===== src/rtl/eqz_pkg.sv =====
// eqz_pkg: definitions shared by the zero-detect flag bank and the
// controller that consumes its flags.
//   selw()      - width of a bank index for a given bank count (min 1)
//   cnt_sat()   - saturation value of a zero counter of a given width
//   DEF_CNTW    - default zero-counter width
//   DEF_CNT_SAT - saturation value of the default-width counter
//   flag_rec_t  - one bank's state record (eqz, valid, cnt) at default width
package eqz_pkg;

  function automatic int unsigned selw(input int unsigned n);
    return (n > 1) ? $clog2(n) : 1;
  endfunction

  function automatic int unsigned cnt_sat(input int unsigned w);
    return (1 << w) - 1;
  endfunction

  localparam int unsigned DEF_CNTW = 4;
  localparam logic [DEF_CNTW-1:0] DEF_CNT_SAT = DEF_CNTW'(cnt_sat(DEF_CNTW));

  typedef struct packed {
    logic                eqz;
    logic                valid;
    logic [DEF_CNTW-1:0] cnt;
  } flag_rec_t;

endpackage


===== src/rtl/eqz_flag_bank_if.sv =====
// eqz_flag_bank_if: load bus and status outputs of the flag bank.
//   ld/sel/z  - load strobe, target bank index, value under test
//   clr       - synchronous clear of all banks
//   eqz/neqz/valid/chg - per-bank status bits
//   zcnt      - per-bank zero counters, bank 0 in LSBs
// master: the controller side; slave: the flag bank.
interface eqz_flag_bank_if
  import eqz_pkg::*;
#(
  parameter int unsigned WIDTH = 8,
  parameter int unsigned NCH   = 2,
  parameter int unsigned CNTW  = 4
);
  localparam int unsigned SELW = selw(NCH);

  logic                ld;
  logic [SELW-1:0]     sel;
  logic [WIDTH-1:0]    z;
  logic                clr;
  logic [NCH-1:0]      eqz;
  logic [NCH-1:0]      neqz;
  logic [NCH-1:0]      valid;
  logic [NCH-1:0]      chg;
  logic [NCH*CNTW-1:0] zcnt;

  modport master (
    output ld, sel, z, clr,
    input  eqz, neqz, valid, chg, zcnt
  );

  modport slave (
    input  ld, sel, z, clr,
    output eqz, neqz, valid, chg, zcnt
  );
endinterface


===== src/rtl/eqz_flag_cell.sv =====
// eqz_flag_cell: one zero-detect bank.
//   clk   - clock, rising edge
//   clr   - synchronous clear (reset and clr already merged), wins over ld
//   ld    - load qualifier for this bank
//   zero  - the tested value was zero
//   eqz   - last-tested value was zero (held once set when STICKY=1)
//   valid - bank loaded since last clear
//   chg   - one-cycle pulse when a load flips eqz on an already-valid bank
//   cnt   - saturating count of zero loads
module eqz_flag_cell #(
  parameter int unsigned CNTW   = 4,
  parameter bit          STICKY = 1'b0
) (
  input  logic            clk,
  input  logic            clr,
  input  logic            ld,
  input  logic            zero,
  output logic            eqz,
  output logic            valid,
  output logic            chg,
  output logic [CNTW-1:0] cnt
);
  logic eqz_nxt;

  always_comb begin
    eqz_nxt = STICKY ? (eqz | zero) : zero;
  end

  always_ff @(posedge clk) begin
    if (clr) begin
      eqz   <= 1'b0;
      valid <= 1'b0;
      chg   <= 1'b0;
      cnt   <= '0;
    end else begin
      chg <= 1'b0;
      if (ld) begin
        eqz   <= eqz_nxt;
        valid <= 1'b1;
        // the first load after a clear establishes eqz rather than changing it
        chg   <= valid & (eqz_nxt != eqz);
        if (zero && (cnt != '1)) begin
          cnt <= cnt + 1'b1;
        end
      end
    end
  end
endmodule


===== src/rtl/eqz_flag_bank.sv =====
// eqz_flag_bank: NCH registered zero-detect banks for the datapath controller.
//   clk - clock, rising edge
//   rst - synchronous active-high reset (priority over clr and ld)
//   bus - slave side of eqz_flag_bank_if: ld/sel/z/clr in,
//         eqz/neqz/valid/chg/zcnt out; all outputs are registered or
//         derived from registers only.
// Interface parameters must match WIDTH/NCH/CNTW of this module.
module eqz_flag_bank
  import eqz_pkg::*;
#(
  parameter int unsigned WIDTH  = 8,
  parameter int unsigned NCH    = 2,
  parameter int unsigned CNTW   = 4,
  parameter bit          STICKY = 1'b0
) (
  input  logic            clk,
  input  logic            rst,
  eqz_flag_bank_if.slave  bus
);
  localparam int unsigned SELW = selw(NCH);

  logic           clr_all;
  logic           zero;
  logic [NCH-1:0] ld_q;
  logic [NCH-1:0] eqz_r;
  logic [NCH-1:0] valid_r;

  assign clr_all = rst | bus.clr;
  assign zero    = (bus.z == '0);

  for (genvar i = 0; i < NCH; i++) begin : g_bank
    // an out-of-range sel matches no bank, so the load is dropped
    assign ld_q[i] = bus.ld & ~clr_all & (bus.sel == SELW'(i));

    eqz_flag_cell #(
      .CNTW   (CNTW),
      .STICKY (STICKY)
    ) u_cell (
      .clk   (clk),
      .clr   (clr_all),
      .ld    (ld_q[i]),
      .zero  (zero),
      .eqz   (eqz_r[i]),
      .valid (valid_r[i]),
      .chg   (bus.chg[i]),
      .cnt   (bus.zcnt[i*CNTW +: CNTW])
    );
  end

  assign bus.eqz   = eqz_r;
  assign bus.valid = valid_r;
  assign bus.neqz  = valid_r & ~eqz_r;
endmodule

===== src/flat_wrapper.sv =====
// flat-port wrapper written by rule: the top's interface ports become plain ports
module eqz_flag_bank_flat import eqz_pkg::*;
#(
  parameter int unsigned WIDTH  = 8,
  parameter int unsigned NCH    = 2,
  parameter int unsigned CNTW   = 4,
  parameter bit          STICKY = 1'b0
)
  (clk, rst, bus_ld, bus_sel, bus_z, bus_clr, bus_eqz, bus_neqz, bus_valid, bus_chg, bus_zcnt);
  eqz_flag_bank_if #(.WIDTH(WIDTH), .NCH(NCH), .CNTW(CNTW)) bus_i ();
  input  logic clk;
  input  logic rst;
  input wire logic [$bits(bus_i.ld)-1:0] bus_ld;
  input wire logic [$bits(bus_i.sel)-1:0] bus_sel;
  input wire logic [$bits(bus_i.z)-1:0] bus_z;
  input wire logic [$bits(bus_i.clr)-1:0] bus_clr;
  output wire logic [$bits(bus_i.eqz)-1:0] bus_eqz;
  output wire logic [$bits(bus_i.neqz)-1:0] bus_neqz;
  output wire logic [$bits(bus_i.valid)-1:0] bus_valid;
  output wire logic [$bits(bus_i.chg)-1:0] bus_chg;
  output wire logic [$bits(bus_i.zcnt)-1:0] bus_zcnt;
  assign bus_i.ld = bus_ld;
  assign bus_i.sel = bus_sel;
  assign bus_i.z = bus_z;
  assign bus_i.clr = bus_clr;
  assign bus_eqz = bus_i.eqz;
  assign bus_neqz = bus_i.neqz;
  assign bus_valid = bus_i.valid;
  assign bus_chg = bus_i.chg;
  assign bus_zcnt = bus_i.zcnt;
  eqz_flag_bank #(.WIDTH(WIDTH), .NCH(NCH), .CNTW(CNTW), .STICKY(STICKY)) u_core (.clk(clk), .rst(rst), .bus(bus_i));
endmodule

===== config.mk =====
export PLATFORM = sky130hd
export DESIGN_NAME = eqz_flag_bank_flat
export DESIGN_NICKNAME = d
export VERILOG_FILES = /design/src/rtl/eqz_pkg.sv /design/src/rtl/eqz_flag_bank_if.sv /design/src/rtl/eqz_flag_cell.sv /design/src/rtl/eqz_flag_bank.sv /design/src/flat_wrapper.sv
export SDC_FILE = /design/constraint.sdc
export NUM_CORES = 1
export LEC_CHECK = 0
export CORE_ASPECT_RATIO = 0.8
export CORE_MARGIN = 5
export CORE_UTILIZATION = 44
export DETAILED_ROUTE_END_ITERATION = 12
export PLACE_DENSITY = 0.83
export SKIP_LAST_GASP = 1
export SLEW_MARGIN = 25
export SYNTH_ARGS = -nofsm -noshare
export SYNTH_HDL_FRONTEND = slang
export SYNTH_SLANG_ARGS = --single-unit

===== constraint.sdc =====
create_clock -name clk -period 2.58 [get_ports clk]
set_input_delay 0.387 -clock clk [delete_from_list [all_inputs] [get_ports clk]]
set_output_delay 0.387 -clock clk [all_outputs]
set_load 0.01 [all_outputs]

==> reports/metrics.cfg <==
[cells_and_area]
syn2layout_area_growth_pct = 37.5
layout-drive-gt1-share_pct = 9.28
final_area_sq_um = 991
instances_no_fill = 119
nNetsFinal = 114
antenna_cells = 0

[logic_synthesis]
synth.avg_cell_area_sq_um = 9.74
synth-main-ff-cell = dfxtp_1
synthesis.area_sq_um = 721
synthTopCellsByCount = 14 x dfxtp_1, 7 x nor2_1, 6 x buf_4, 5 x a21oi_1, 4 x nand3_1
synthMostInstantiatedCell = dfxtp_1
synth_top_area_share_pct = 38.9
yosysSeqAreaShare_pct = 38.9
synthArstFlopShare_pct = 0
netlist_instances = 74
ys_top_cells_by_area = dfxtp_1 39%, buf_4 6.3%, nor4_4 5.9%
synth_cell_types = 29
synth_edf_count = 0
syn_nets = 89
synth_seq_cells = 14
ys_warn_count = 0
yosys.area.top_type = dfxtp_1

[global_route]
grt_overflow = 0
first_global_vias = 571
grt_max_degree = 12
grt_first_pass_wirelength_um = 2580
track_usage_pct = 12.8
antenna_found_initial = 0

[placement]
dpl_cell_area_sq_um = 968
io_buffers = 28
placedCellCount = 116
gp_congestion = 0.748
hpwl_um = 1190

[power]
powerDensity_nw_per_um2 = 383
power_mw = 0.380
p_leak_nw = 0.350
irDropWorstVdd_mv = 0.287

[clock_network]
hold_buffers = 0
clkSinkCount = 14
ctsLongestPathBuffers = 2
cts_tree = built
cts-htree-levels = 1
root_buffer = clkbuf_4
clk_pin_slew_worst_paths_ns = 0.08
post-cts-setup-buffers = 0
clkLatencyLatePin_ns = 0.27
cts_inserted_buffers = 3
post_cts_resized = 0

[routing]
vias = 604
ant_nets = 0
drtIter0Drc = 6
firstDrtPassIters = 2
drc_errors = 0
post_drt_wl_per_cell_um = 12.8
vias_per_cell = 5.08
drt-total-wl_um = 1520

[timing]
period_needed_ns = 1.85
relSlewSlack_pct = 75.9
slew_viol_final = 0
rsz0062_at_grt = no
min_period_over_period_pct = 71.7
setup_viol = 0
fin_skew_ns = 0.000387
hold_viol_final = 0
finalSetupTns_ns = 0
tightestPinTransition_ns = 0.360
fmax_mhz = 540

[worst_setup_path]
cp.required_ns = 2.78
cp-start-kind = input pin
arrival_ns = 2.05
critPathLaunch = bus_clr
worstSetupPathType = input pin to register
critPathMaxFanout = 5
r2r-start = u_core.g_bank[0].u_cell.cnt[0]
critPathCaptureType = register

[job]
maxCapViolations = 0

[floorplan]
die_w_um = 55.3
die-area_sq_um = 2550
ios = 29
start_util_pct = 45.2
rows = 13
core-area_sq_um = 1590
chipHeight_um = 46.2

[min_path]
holdCritStartpoint = u_core.g_bank[0].u_cell.valid
hp-class = register to register

[status]
status = finished clean

## sequential cells by signal (all words and copies together), names as in the netlist
name,flops
u_core.g_bank.u_cell.chg,2
u_core.g_bank.u_cell.cnt,8
u_core.g_bank.u_cell.eqz,2
u_core.g_bank.u_cell.valid,2
## power by group
part	switching [mW]	leakage (nW)	internal [mW]
clock	0.0650	0.0138	0.0540
sequential	0.000979	0.113	0.217
combinational	0.0171	0.224	0.0257
total	0.0830	0.350	0.297
## metrics by stage
stage,util [%],hold WS (ns),setup slack (ns)
floorplan,-,0.432,1.08
global placement,60.8,0.452,0.519
detailed placement,60.8,0.462,0.462
CTS,62.2,0.473,0.717
global route,62.2,0.489,0.663
finish,62.2,0.466,0.730
## path summary, 6_finish.rpt
kind                                    end  slack, ns  depth (start not counted)
max          u_core.g_bank[0].u_cell.cnt[3]       0.73                          5
min reg2reg     u_core.g_bank[0].u_cell.chg       0.47                          2
min             u_core.g_bank[0].u_cell.chg       0.47                          2
max reg2reg  u_core.g_bank[0].u_cell.cnt[3]       1.12                          5
## area by class of cell
cell class              instances  area [sq um]
multi-input cells              51           377
well taps                      22          27.5
flip-flops and latches         14           280
inverters                       1          3.75
fillers                       154           603
repair buffers                 28           280
clock buffers                   3          22.5
## cell usage in the layout, fill, tap and decap left out, drive strengths merged
| master | n |
|---|---|
| dfxtp | 14 |
| and3 | 2 |
| nand3 | 4 |
| or2 | 1 |
| nor4b | 2 |
| mux2i | 2 |
| nand4 | 3 |
| clkdlybuf4s50 | 28 |
| ha | 2 |
| o21ai | 1 |
| a21oi | 5 |
| clkbuf | 3 |
| o21a | 1 |
| xor2 | 2 |
| a211oi | 1 |
| xnor2 | 2 |
| and4b | 2 |
| nand2 | 3 |
| a21o | 1 |
| nor2 | 7 |
| nor4 | 2 |
| nor3 | 3 |
| inv | 1 |
| or3 | 1 |
| nor2b | 2 |
| and2 | 2 |
## routing by layer
| metal | global-route usage [%] | share of wire [%] | vias up | routed length, um |
|---|---|---|---|---|
| li1 | - | - | 306 | - |
| met1 | 15.8 | 50 | 272 | 759 |
| met2 | 20.5 | 42 | 22 | 636 |
| met3 | 4.48 | 7.1 | 4 | 108 |
| met4 | 5.83 | 1.2 | 0 | 19 |
| met5 | 0 | 0 | - | 0 |
## kinds of logic after synthesis
group | count (synthesis) | synth area share, %
AND/OR/NAND/NOR | 34 | 33.7
flip-flops | 14 | 38.9
AO/OA/AOI/OAI | 9 | 7.47
buffers and inverters | 9 | 8.85
XOR/XNOR | 4 | 4.86
multiplexers | 2 | 2.78
adder cells (fa/ha/maj) | 2 | 3.47
## critical path, stage by stage
cell and delay [ns]:
clkdlybuf4s50_1 0.47, nor4b_4 0.43, nand4_2 0.21, or3_1 0.38, a21oi_1 0.17
Note: power is estimated with default switching activity, not from simulation.
